[config.mk]
export PLATFORM = sky130hd
export DESIGN_NAME = gcn_layer_scheduler
export DESIGN_NICKNAME = d
export VERILOG_FILES = /design/src/rtl/gcn_layer_scheduler.sv
export SDC_FILE = /design/constraint.sdc
export NUM_CORES = 1
export LEC_CHECK = 0
export BUFFER_PORTS_ARGS = -buffer_cell sky130_fd_sc_hd__buf_2
export CAP_MARGIN = 20
export CORE_MARGIN = 5
export CORE_UTILIZATION = 45
export CTS_CLUSTER_DIAMETER = 40
export DETAILED_ROUTE_END_ITERATION = 8
export GPL_TIMING_DRIVEN = 0
export PLACE_DENSITY = 0.64
export SETUP_SLACK_MARGIN = 0.02
export SLEW_MARGIN = 10
export SYNTH_ARGS = -nofsm -noshare
export SYNTH_HDL_FRONTEND = slang
export SYNTH_SLANG_ARGS = --single-unit
[constraint.sdc]
create_clock -name clk_i -period 2.4 [get_ports clk_i]
set_input_delay 0.48 -clock clk_i [delete_from_list [all_inputs] [get_ports clk_i]]
set_output_delay 0.48 -clock clk_i [all_outputs]
set_load 0.02 [all_outputs]
[src/rtl/gcn_layer_scheduler.sv]
// Per-layer sequencer for the GCN datapath: clear/start the transformation FSM, then the
// combination FSM, flipping the ping-pong buffer between layers, with watchdog and abort.
module gcn_layer_scheduler #(
    parameter int unsigned NUM_LAYERS     = 2,
    parameter int unsigned TIMEOUT_CYCLES = 1024,
    parameter int unsigned LAYER_W        = ($clog2(NUM_LAYERS) > 0) ? $clog2(NUM_LAYERS) : 1,
    parameter int unsigned TO_W           = $clog2(TIMEOUT_CYCLES + 1)
) (
    input  logic               clk_i,
    input  logic               rst_ni,
    input  logic               go_i,
    input  logic               abort_i,
    input  logic               trans_done_i,
    input  logic               comb_done_i,
    output logic               trans_clear_o,
    output logic               trans_start_o,
    output logic               comb_clear_o,
    output logic               comb_start_o,
    output logic               buf_sel_o,
    output logic [LAYER_W-1:0] layer_idx_o,
    output logic               busy_o,
    output logic               done_o,
    output logic               error_o
);

    typedef enum logic [3:0] {
        StIdle,
        StClrT,
        StStartT,
        StWaitT,
        StClrC,
        StStartC,
        StWaitC,
        StNext,
        StDone,
        StError,
        StAbort
    } state_e;

    localparam logic [LAYER_W-1:0] LastLayer = LAYER_W'(NUM_LAYERS - 1);
    localparam logic [TO_W-1:0]    LastWd    = TO_W'(TIMEOUT_CYCLES - 1);

    state_e             state_q, state_d;
    logic [LAYER_W-1:0] layer_q, layer_d;
    logic [TO_W-1:0]    wd_q, wd_d;
    logic               trans_clear_q, trans_start_q, comb_clear_q, comb_start_q;
    logic               busy_q, done_q, error_q;

    always_comb begin
        state_d = state_q;
        layer_d = layer_q;
        wd_d    = wd_q;
        // Abort has priority over every other condition outside IDLE/ABORT.
        if (abort_i && (state_q != StIdle) && (state_q != StAbort)) begin
            state_d = StAbort;
        end else begin
            case (state_q)
                StIdle: begin
                    if (go_i) begin
                        state_d = StClrT;
                        layer_d = '0;
                    end
                end
                StClrT:   state_d = StStartT;
                StStartT: begin
                    state_d = StWaitT;
                    wd_d    = '0;
                end
                StWaitT: begin
                    if (trans_done_i) begin
                        state_d = StClrC;
                    end else if (wd_q == LastWd) begin
                        state_d = StError;
                    end else begin
                        wd_d = wd_q + TO_W'(1);
                    end
                end
                StClrC:   state_d = StStartC;
                StStartC: begin
                    state_d = StWaitC;
                    wd_d    = '0;
                end
                StWaitC: begin
                    if (comb_done_i) begin
                        state_d = StNext;
                    end else if (wd_q == LastWd) begin
                        state_d = StError;
                    end else begin
                        wd_d = wd_q + TO_W'(1);
                    end
                end
                StNext: begin
                    if (layer_q == LastLayer) begin
                        state_d = StDone;
                    end else begin
                        layer_d = layer_q + LAYER_W'(1);
                        state_d = StClrT;
                    end
                end
                StDone, StError: begin
                    if (go_i) begin
                        state_d = StClrT;
                        layer_d = '0;
                    end
                end
                StAbort: begin
                    state_d = StIdle;
                    layer_d = '0;
                end
                default: state_d = StIdle;
            endcase
        end
    end

    // Outputs are registered from the next state so they track state_q exactly.
    always_ff @(posedge clk_i or negedge rst_ni) begin
        if (!rst_ni) begin
            state_q       <= StIdle;
            layer_q       <= '0;
            wd_q          <= '0;
            trans_clear_q <= 1'b0;
            trans_start_q <= 1'b0;
            comb_clear_q  <= 1'b0;
            comb_start_q  <= 1'b0;
            busy_q        <= 1'b0;
            done_q        <= 1'b0;
            error_q       <= 1'b0;
        end else begin
            state_q       <= state_d;
            layer_q       <= layer_d;
            wd_q          <= wd_d;
            trans_clear_q <= (state_d == StClrT) || (state_d == StAbort);
            trans_start_q <= (state_d == StStartT);
            comb_clear_q  <= (state_d == StClrC) || (state_d == StAbort);
            comb_start_q  <= (state_d == StStartC);
            busy_q        <= !((state_d == StIdle) || (state_d == StDone) ||
                               (state_d == StError));
            done_q        <= (state_d == StDone);
            error_q       <= (state_d == StError);
        end
    end

    assign trans_clear_o = trans_clear_q;
    assign trans_start_o = trans_start_q;
    assign comb_clear_o  = comb_clear_q;
    assign comb_start_o  = comb_start_q;
    assign buf_sel_o     = layer_q[0];
    assign layer_idx_o   = layer_q;
    assign busy_o        = busy_q;
    assign done_o        = done_q;
    assign error_o       = error_q;

endmodule

# After elaboration in Yosys (flattened, before gate mapping)
# Index checks and enable logic that the tools add are counted.
dict set report word_totals {
  regBits 23
  inputBits 6
  output_inout_bits 9
}
dict set report op_classes {
  add_sub_neg 2
  n_eq_ne 22
  n_mux 14
  n_bitwise 1
  n_reduce_logical 16
}
# cell n
set ops {}
lappend ops {{11-bit 2-to-1 mux} 3}
lappend ops {{11-bit case mux with 3 select lines} 1}
lappend ops {{4-bit case mux with 8 select lines} 1}
lappend ops {{4-bit by 3-bit equality test with 1-bit output, second input constant} 6}
lappend ops {{4-bit equality test, second input constant} 6}
lappend ops {{4-bit 2-to-1 mux} 6}
lappend ops {{4-bit by 2-bit equality test with 1-bit output, second input constant} 3}
lappend ops {{11-bit by 1-bit adder with 11-bit output, second input constant} 1}
lappend ops {{11-bit by 10-bit equality test with 1-bit output, second input constant} 1}
lappend ops {{4-bit by 1-bit equality test with 1-bit output, second input constant} 2}
lappend ops {{4-bit logical NOT} 2}
lappend ops {{3-bit nonzero test} 2}
lappend ops {{1-bit logical OR} 4}
lappend ops {{2-bit != test, second input constant} 2}
lappend ops {{4-bit != test, second input constant} 1}
lappend ops {{4-bit AND reduction} 1}
lappend ops {{4-bit nonzero test} 1}
lappend ops {{1-bit case mux with 3 select lines} 1}
lappend ops {{3-bit AND reduction} 1}
lappend ops {{3-bit OR reduction} 1}
lappend ops {{1-bit logical AND} 2}
lappend ops {{1-bit 2-to-1 mux} 2}
lappend ops {{2-bit by 1-bit != test with 1-bit output, second input constant} 1}
lappend ops {{2-bit OR reduction} 1}
lappend ops {{other kinds (3)} 3}

# Longest topological paths before layout
# Gate-level depths: netlist of run 1.
dict set report logic_depth {
  ltp_word 9
  ltp_mapped 8
  depth_no_buf 7
}

# Worst setup path before layout of run 1
# No wires, ideal clock.
dict set report synth_path {
  path_type {register to register}
  start {register state_q[1]}
  end {register wd_q[10]}
  setup_ps 126
  arrival_time_ps 1831
  t_required_ps 2274
  path_slack_ps 443
  stages_incl_launch_ff 6
  path_buffers 0
  period_less_slack_ps 1957
  cell_sequence {dfrtp_1 nor2b_1 o41ai_4 nand2_2 or3_1 o311a_1}
}
dict set report synth_via {
  elab_chain_len 5
}
# element line_no
set synth_lines {}
lappend synth_lines {{start: declaration} 43} ;# state_e state_q, state_d;
lappend synth_lines {{start signal: assignment} 118} ;# state_q <= StIdle;
lappend synth_lines {{start signal: assignment} 129} ;# state_q <= state_d;
lappend synth_lines {{branches (longest 5 deep; another with 4-bit by 3-bit equality test with 1-bit output)} n/a}
lappend synth_lines {{end signal: assignment} 131} ;# wd_q <= wd_d;
lappend synth_lines {{end: declaration} 45} ;# logic [TO_W-1:0] wd_q, wd_d;
# Several ways; the timed one is not identified.
# A chain may end at the register's enable or synchronous reset.

# Worst setup path after layout of run 1
# Same ends and word-level chain as after synthesis.

==> results.md, run 1 <==
* Status: finished clean
* Power per cell area at 1090 mW/mm^2
* Nets at 181
* Maxcap violations at 0
* Final hold vios at 0
* Drt initial violations at 90
* Post-DP HPWL at 2340 um
* Critical path class: flop to flop
* Max-slew violation count at 0
* CP Buf/Inv Count at 0
* Routed len/inst at 14.3 um
* Placed cell area at 0.00153 mm^2
* CTS Buffer Depth at 2
* CTS clk-pin slew, worst paths at 0.13 ns
* Crit path launch: state_q[1]
* Largest net degree at the start of global routing at 24
* Vias in the first global route at 1,199
* CTS Hold Buffers Added at 0
* Relative slew margins at 0.662
* Post-DRT Antenna Nets at 0
* PortBufs at 14
* Flop-to-flop setup slack at 0.18 ns
* Worst hold path type: input pin to asynchronous set/reset pin
* Max stage delay on crit path at 0.48 ns
* Sequential area share after synthesis at 0.409
* Clock skew at 0.00316 ns
* Cell Chain, Critical Path: nor2b_1 -> o41ai_4 -> nand2_2 -> or3_1 -> o311a_1
* Crit Path Max Fanout at 9
* Fmax achieved at 0.451 GHz
* CP endpoint kind: flop
* Clk_lat worst skew at 0.31 ns
* Mapped cell area at 0.00141 mm^2
* GRT Residual Overflow at 0
* Total GRT Usage at 0.154
* Die Height at 65.9 um
* Static leakage at 0.000691 uW
* Tcrit/Tclk final at 0.923
* Synth Instances at 155
* Post-CTS Setup Repair Bufs at 0
* Slowest-stage cell, CP: o41ai_4
* Ys flop type: dfrtp_1
* DRT Pass-1 Iters at 4
* Number of synthesized flops with an enable pin at 0
* Synth warn at 0
* Number of library cell types mapped by synthesis at 45
* Fillers at 294
* Die Wd at 65.9 um
* N_diodes at 0
* CP delay by family, top: simple AND/OR/NAND/NOR gates
* FF-to-FF Start: state_q[1]
* Seq cells post-synth at 23
* Share of layout cells above drive strength 1 at 0.150
* VDD IR max at 0.000584 V
* P&R area growth vs syn at 10.8%
* Final Critical Period at 2.22 ns
* Endpoints failing setup at 0
* GP Congestion at 0.783
* Root Buffer: clkbuf_4
* Critical Path RT at 2.61 ns
* RSZ-0062 raised after global routing: no
* Mean area per synthesized cell at 9.08 um^2
* First-pass GRT wire length at 5260 um
* Startpoint Class: flop
* Starting Density at 0.465
* Setup TNS at 0 ns
* Initial antenna violation count at 0
* Die ar. at 0.00435 mm^2
* Final wirelength at 3100 um
* Syn Nets at 162
* PostCTS Resize Cnt at 0
* Worst R2R Path Depth at 5
* R2r endpoint: wd_q[10]
* Share of synthesized registers carrying an async set or reset at 1.00
* Remaining DRCs at 0
* CTS tree: done
* Cell area after layout at 0.00156 mm^2
* Row count at 20
* Arr. time, crit path at 2.42 ns
* Core ar. at 0.00303 mm^2
* Vias after detailed routing at 1,226
* CTS Sinks at 23
* CP endpoint: wd_q[10]
* H-tree Lvls at 1
* Worst slew pin tran at 0.507 ns
* Number of CTS-inserted buffers at 3
* I/O pin count at 15
* Vias per cell at 5.65
* Crit. path cell count at 5
power by group:
part | total, uW | internal [uW] | switching, uW
clock | 179 | 62.2 | 117
sequential | 546 | 486 | 59.9
combinational | 971 | 336 | 635
cells in the mapped netlist (3+ instances only):
| cell | instances | area share |
|---|---|---|
| a211oi_1 | 3 | 0.016 |
| a21oi_1 | 8 | 0.028 |
| a31oi_1 | 3 | 0.013 |
| clkbuf_1 | 4 | 0.011 |
| dfrtp_1 | 23 | 0.41 |
| inv_1 | 14 | 0.037 |
| mux2i_1 | 5 | 0.036 |
| nand2_1 | 11 | 0.029 |
| nand2b_1 | 7 | 0.031 |
| nand3_1 | 5 | 0.018 |
| nand3b_1 | 3 | 0.016 |
| nor2b_1 | 8 | 0.036 |
| nor3_1 | 4 | 0.014 |
| nor4_1 | 4 | 0.018 |
| o21ai_0 | 10 | 0.036 |
| o22ai_1 | 3 | 0.013 |
| o31ai_1 | 3 | 0.016 |
| or3_1 | 3 | 0.013 |
cells in the final DEF (no fill, tap or decap), types with 2 or more instances in the layout:
master	instances
a211oi_1	3
a21oi_1	8
a31oi_1	3
and3b_1	2
buf_2	15
buf_4	2
clkbuf_1	4
clkbuf_4	3
dfrtp_1	23
inv_1	14
mux2i_1	5
nand2_1	11
nand2b_1	7
nand3_1	5
nand3b_1	3
nand4_1	2
nor2b_1	8
nor3_1	4
nor3b_1	2
nor4_1	4
o211a_1	2
o211ai_1	2
o21ai_0	10
o22ai_1	3
o31ai_1	3
or3_1	3
or4_1	2
per-stage QoR:
| stage | cells | hold WS (ns) | worst slack (ns) | utilization | power (uW) |
|---|---|---|---|---|---|
| 3_5_place_dp | 213 | 0.486 | 0.171 | 0.506 | 1520 |
| 3_3_place_gp | 213 | 0.475 | 0.221 | 0.506 | 1500 |
| 6_report | 217 | 0.115 | 0.184 | 0.515 | 1700 |
| 4_1_cts | 217 | 0.129 | 0.159 | 0.515 | 1700 |
| 2_1_floorplan | 155 | 0.184 | 0.443 | - | 1270 |
| 5_1_grt | 217 | 0.137 | 0.0693 | 0.515 | 1850 |
cells by family after synthesis:
family | count (synthesis) | share of synthesized area
and+or+nand+nor | 62 | 0.263
AOI/OAI and AO/OA | 42 | 0.218
DFF | 23 | 0.409
buffers and inverters | 22 | 0.0658
muxes | 5 | 0.0356
adders and majority gates | 1 | 0.00889
per-layer routing:
metal,global-route usage,up-vias,routed length (um)
met5,0,-,0
met4,0.0482,0,57
met3,0.0391,6,153
met2,0.257,32,1480
met1,0.195,579,1410
li1,-,609,-
flip-flops by register name (all words and copies together) (netlist names):
signal         cells
buf_sel_o          1
busy_o             1
comb_clear_o       1
comb_start_o       1
done_o             1
error_o            1
state_q            4
trans_clear_o      1
trans_start_o      1
wd_q              11
worst reg2reg max path, cell delays in order (launching register included):
cell,delay (ns)
dfrtp_1,0.44
nor2b_1,0.22
o41ai_4,0.48
nand2_2,0.22
or3_1,0.44
o311a_1,0.30
area by class of cell:
type	instances	area [um^2]	area share
inverters	14	52.6	0.0337
clock buffers	3	22.5	0.0144
repair buffers	14	70.1	0.0449
plain buffers	8	40.0	0.0257
flip-flops and latches	23	576	0.369
clock inverters	1	5.00	0.00321
multi-input cells	110	739	0.474
well taps	44	55.1	0.0353
how the worst min path moves through the flow:
stage / start / endpoint / slack (ns) / depth (start not counted)
detailed placement: rst_ni / wd_q[8] / 0.49 / 1
global placement: rst_ni / wd_q[9] / 0.48 / 1
finish: rst_ni / wd_q[9] / 0.11 / 1
CTS: rst_ni / wd_q[9] / 0.13 / 1
global route: rst_ni / wd_q[9] / 0.14 / 1
floorplan: rst_ni / buf_sel_o / 0.18 / 0
Power figures use the tool's default switching activity.
==> run 2, diff against run 1 <==
--- a/config.mk
+++ b/config.mk
@@ -12,7 +12,7 @@
 export CTS_CLUSTER_DIAMETER = 40
 export DETAILED_ROUTE_END_ITERATION = 8
 export GPL_TIMING_DRIVEN = 0
-export PLACE_DENSITY = 0.64
+export PLACE_DENSITY = 0.66
 export SETUP_SLACK_MARGIN = 0.02
 export SLEW_MARGIN = 10
 export SYNTH_ARGS = -nofsm -noshare
==> constraint.sdc (replaced) <==
create_clock -name clk_i -period 2 [get_ports clk_i]
set_input_delay 0.4 -clock clk_i [delete_from_list [all_inputs] [get_ports clk_i]]
set_output_delay 0.4 -clock clk_i [all_outputs]
set_load 0.02 [all_outputs]
==> results.md, run 2 (synthesis gave the netlist of run 1 again) <==
* Endpoints failing setup at 0
* P&R area growth vs syn at 28.4%
* Worst R2R Path Depth at 5
* Max stage delay on crit path at 0.44 ns
* Most common cell after layout, fill and taps aside: dfrtp_1
* Fmax achieved at 0.503 GHz
* CTS Sinks at 23
* RSZ-0062 raised after global routing: yes
* Top reg by flops: wd_q
* Crit Path Max Fanout at 8
* I/O pin count at 15
* Critical path class: flop to flop
* Vias per cell at 5.73
* Nets at 198
* Biggest regs: wd_q (11), state_q (4)
* Slowest-stage cell, CP: dfrtp_1
* Reg area at 579 um^2
* CP endpoint kind: flop
* Total GRT Usage at 0.165
* Remaining DRCs at 0
* N_diodes at 0
* First-pass GRT wire length at 5640 um
* CTS clk-pin slew, worst paths at 0.13 ns
* CTS Hold Buffers Added at 0
* Vias after detailed routing at 1,340
* Critical Path RT at 2.22 ns
* Fillers at 255
* Final Critical Period at 1.99 ns
* GRT Residual Overflow at 0
* Row count at 20
* Initial antenna violation count at 0
* Post-DRT Antenna Nets at 0
* Tcrit/Tclk final at 0.995
* Worst slew pin tran at 0.505 ns
* Clock skew at 0.00721 ns
* Status: finished clean
* VDD IR max at 0.000796 V
* Worst hold path type: input pin to asynchronous set/reset pin
* Maxcap violations at 0
* Total power at 2420 uW
* Cell Chain, Critical Path: nor2b_4 -> o41ai_4 -> nand2_2 -> or3_4 -> o311a_1
* Final wirelength at 3570 um
* Max-slew violation count at 0
* Clk_lat worst skew at 0.31 ns
* Relative slew margins at 0.664
* H-tree Lvls at 1
* Post-DP HPWL at 2370 um
* Max reg flops at 11
* Die Wd at 65.9 um
* CTS tree: done
* Root Buffer: clkbuf_4
* Vias in the first global route at 1,225
* Share of layout cells above drive strength 1 at 0.368
* Drt initial violations at 111
* Power per cell area at 1340 mW/mm^2
* CTS Buffer Depth at 2
* Core ar. at 0.00303 mm^2
* Number of CTS-inserted buffers at 3
* DRT Pass-1 Iters at 4
* Die ar. at 0.00435 mm^2
* GP Congestion at 0.956
* Routed len/inst at 15.3 um
* Largest net degree at the start of global routing at 24
* Die Height at 65.9 um
* Starting Density at 0.465
* Placed cell area at 0.00153 mm^2
* Most frequent cells in the layout: dfrtp_1 (20), buf_2 (18), buf_4 (17), inv_1 (13), nand2_1 (11)
* Multi-input logic area at 842 um^2
* PortBufs at 14
* Cell area after layout at 0.00181 mm^2
* Static leakage at 0.000801 uW
* Startpoint Class: flop
* Flop-to-flop setup slack at 0.01 ns
* Final hold vios at 0
* Arr. time, crit path at 2.21 ns
==> run 2: cell types whose count changed in the layout (fill, tap and decap cells not counted), sizes merged <==
cell / previous run / this run
buf: 17 / 37
clkbuf: 8 / 5
==> run 2: where the power goes <==
group          internal, uW  total [uW]  leakage [uW]  switching (uW)
logic                   648        1520      0.000484             867
clock network          74.8         218     0.0000177             144
registers               587         691      0.000300             104
==> run 2: cell type report <==
class,instances,area share
tap,44,0.0305
buffer,7,0.0242
sequential,23,0.321
inverter,14,0.0291
clock inverter,1,0.00277
clock buffer,3,0.0125
multi-input combinational,110,0.466
timing repair buffer,32,0.114
==> run 2: worst max-delay path, delay by kind of cell, from the launching register on <==
kind	cells	cell delay [ns]
simple gates	3	0.77
compound gates	2	0.70
flops	1	0.44
==> run 2: per-layer routing <==
metal	part of all wire	wire length, um	global-route usage	vias up
li1	-	-	-	634
met1	0.42	1510	0.209	652
met2	0.50	1800	0.275	48
met3	0.052	187	0.0442	6
met4	0.021	75	0.0431	0
met5	0	0	0	-
==> run 2: stage by stage <==
step / setup TNS [ns] / hold WS (ns) / instances / setup slack (ns) / utilization
after floorplan: 0 / 0.104 / 155 / 0.0432 / -
after global placement: -0.318 / 0.396 / 213 / -0.185 / 0.506
after detailed placement: -0.692 / 0.398 / 213 / -0.208 / 0.506
after CTS: 0 / 0.0489 / 222 / 0.00139 / 0.534
after global routing: -0.169 / 0.0618 / 234 / -0.0474 / 0.597
final: 0 / 0.0274 / 234 / 0.0105 / 0.597
==> run 2: worst paths after layout <==
check | from | end
worst max-delay path | state_q[3] | wd_q[10]
worst min-delay path | rst_ni | wd_q[9]
worst min register to register | wd_q[7] | wd_q[7]
max in group asynchronous | rst_ni | state_q[0]
worst max register to register | state_q[3] | wd_q[10]
min in group clk_i | abort_i | buf_sel_o
==> run 2: what timing repair did <==
item	4_1_cts	5_1_grt
resized for setup	7	32
setup buffers	6	11
endpoints found under the setup margin	14	15
pin swaps	5	13
gates cloned	0	1
==> run 3, diff against run 2 <==
--- a/config.mk
+++ b/config.mk
@@ -12,7 +12,7 @@
 export CTS_CLUSTER_DIAMETER = 40
 export DETAILED_ROUTE_END_ITERATION = 8
 export GPL_TIMING_DRIVEN = 0
-export PLACE_DENSITY = 0.66
+export PLACE_DENSITY = 0.64
 export SETUP_SLACK_MARGIN = 0.02
 export SLEW_MARGIN = 10
 export SYNTH_ARGS = -nofsm -noshare
==> constraint.sdc (replaced) <==
create_clock -name clk_i -period 2.2 [get_ports clk_i]
set_input_delay 0.44 -clock clk_i [delete_from_list [all_inputs] [get_ports clk_i]]
set_output_delay 0.44 -clock clk_i [all_outputs]
set_load 0.02 [all_outputs]
==> results.md, run 3 (synthesis gave the netlist of run 1 again) <==
* Root Buffer: clkbuf_4
* Total GRT Usage at 0.155
* Vias in the first global route at 1,207
* Final wirelength at 3160 um
* Vias per cell at 5.61
* Routed len/inst at 14.5 um
* Final hold vios at 0
* I/O pin count at 15
* RSZ-0062 raised after global routing: no
* GRT Residual Overflow at 0
* Clock power frac at 0.102
* Most common cell after layout, fill and taps aside: dfrtp_1
* First-pass GRT wire length at 5310 um
* Largest net degree at the start of global routing at 24
* CP endpoint kind: flop
* GP Congestion at 0.783
* Max-slew violation count at 0
* Starting Density at 0.465
* Startpoint Class: flop
* Static leakage at 0.000706 uW
* Final Critical Period at 2.08 ns
* Post-layout util at 0.527
* Critical Path RT at 2.41 ns
* Fmax achieved at 0.481 GHz
* Inst Count DP at 213
* Switching share of power at 0.478
* PortBufs at 14
* H-tree Lvls at 1
* Tcrit/Tclk final at 0.946
* CP Buf/Inv Count at 0
* Relative slew margins at 0.660
* Power per cell area at 1190 mW/mm^2
* R2r endpoint: wd_q[10]
* CTS tree: done
* CTS clk-pin slew, worst paths at 0.13 ns
* Arr. time, crit path at 2.29 ns
* DRT Pass-1 Iters at 4
* Biggest regs: wd_q (11), state_q (4)
* Worst hold path type: input pin to asynchronous set/reset pin
* Switching pwr at 908 uW
* CTS Buffer Depth at 2
* Flop-to-flop setup slack at 0.12 ns
* Worst slew pin tran at 0.510 ns
* Maxcap violations at 0
* Die ar. at 0.00435 mm^2
* Cell area after layout at 0.00160 mm^2
* Vias after detailed routing at 1,223
* Finished Layout Cells at 218
* Drt initial violations at 116
* Worst R2R Path Depth at 5
* Remaining DRCs at 0
* Endpoints failing setup at 0
* Die Wd at 65.9 um
* Top reg by flops: wd_q
* Critical path class: flop to flop
* P&R area growth vs syn at 13.3%
* FF-to-FF Start: state_q[1]
* Crit Path Max Fanout at 9
* Placed cell area at 0.00153 mm^2
* Nets at 182
* Combinational share of power at 0.584
* Row count at 20
* CP delay by family, top: simple AND/OR/NAND/NOR gates
* Share of layout cells above drive strength 1 at 0.190
* Initial antenna violation count at 0
* Post-DRT Antenna Nets at 0
* Die Height at 65.9 um
* Post-DP HPWL at 2340 um
* Slowest-stage cell, CP: dfrtp_1
* Number of CTS-inserted buffers at 3
* Clock skew at 0.00320 ns
* Int Pwr at 992 uW
* Flop pwr share at 0.315
* Most frequent cells in the layout: dfrtp_1 (23), buf_2 (15), inv_1 (14), nand2_1 (11), o21ai_0 (9)
* Status: finished clean
* VDD IR max at 0.000635 V
* Total power at 1900 uW
* Max reg flops at 11
* CTS Sinks at 23
* Clk_lat worst skew at 0.31 ns
* Setup TNS at 0 ns
* N_diodes at 0
* Core ar. at 0.00303 mm^2
* Cell Chain, Critical Path: nor2b_2 -> o41ai_4 -> nand2_2 -> or3_1 -> o311a_1
* Max stage delay on crit path at 0.45 ns
run 3: area by class of cell:
cell class / count / area [um^2]
Sequential cell: 23 / 576
Fill cell: 295 / 1430
Inverter: 14 / 52.6
Multi-Input combinational cell: 110 / 767
Buffer: 8 / 40.0
Clock inverter: 1 / 5.00
Tap cell: 44 / 55.1
Timing Repair Buffer: 15 / 77.6
Clock buffer: 3 / 22.5
run 3: power by group through the flow:
stage          sequential [uW]  combinational [uW]  clock, uW
3_5_place_dp               600                1060          0
5_1_grt                    612                1230        227
6_report                   598                1110        193
2_1_floorplan              666                 722          0
4_1_cts                    596                1070        202
3_3_place_gp               597                1040          0
run 3: how the worst max path moves through the flow:
stage / start / end / slack, ns / depth (start not counted)
finish: state_q[1] / wd_q[10] / 0.12 / 5
global route: state_q[2] / trans_clear_o / 0.004 / 7
CTS: state_q[0] / wd_q[10] / 0.08 / 6
detailed placement: state_q[1] / wd_q[10] / -0.03 / 5
global placement: state_q[1] / wd_q[10] / 0.02 / 5
floorplan: state_q[1] / wd_q[10] / 0.24 / 5
run 3: what timing repair did:
item                                    in CTS  in global routing
pin swaps                                    1                  0
endpoints found under the setup margin       1                  8
hold buffers                                 0                  0
gates resized for setup                      0                  7
setup buffers                                1                  0
run 3: per-stage QoR:
| stage | setup WS [ns] | hold slack, ns |
|---|---|---|
| floorplan | 0.243 | 0.144 |
| global placement | 0.0210 | 0.435 |
| detailed placement | -0.0290 | 0.446 |
| CTS | 0.0759 | 0.0891 |
| global route | 0.00372 | 0.0968 |
| finish | 0.120 | 0.0784 |
run 3: layer usage:
layer / GRT usage / wire length (um) / part of all wire
met5: 0 / 0 / 0
met2: 0.258 / 1520 / 0.48
met1: 0.197 / 1430 / 0.45
met4: 0.0482 / 71 / 0.023
met3: 0.0391 / 135 / 0.043
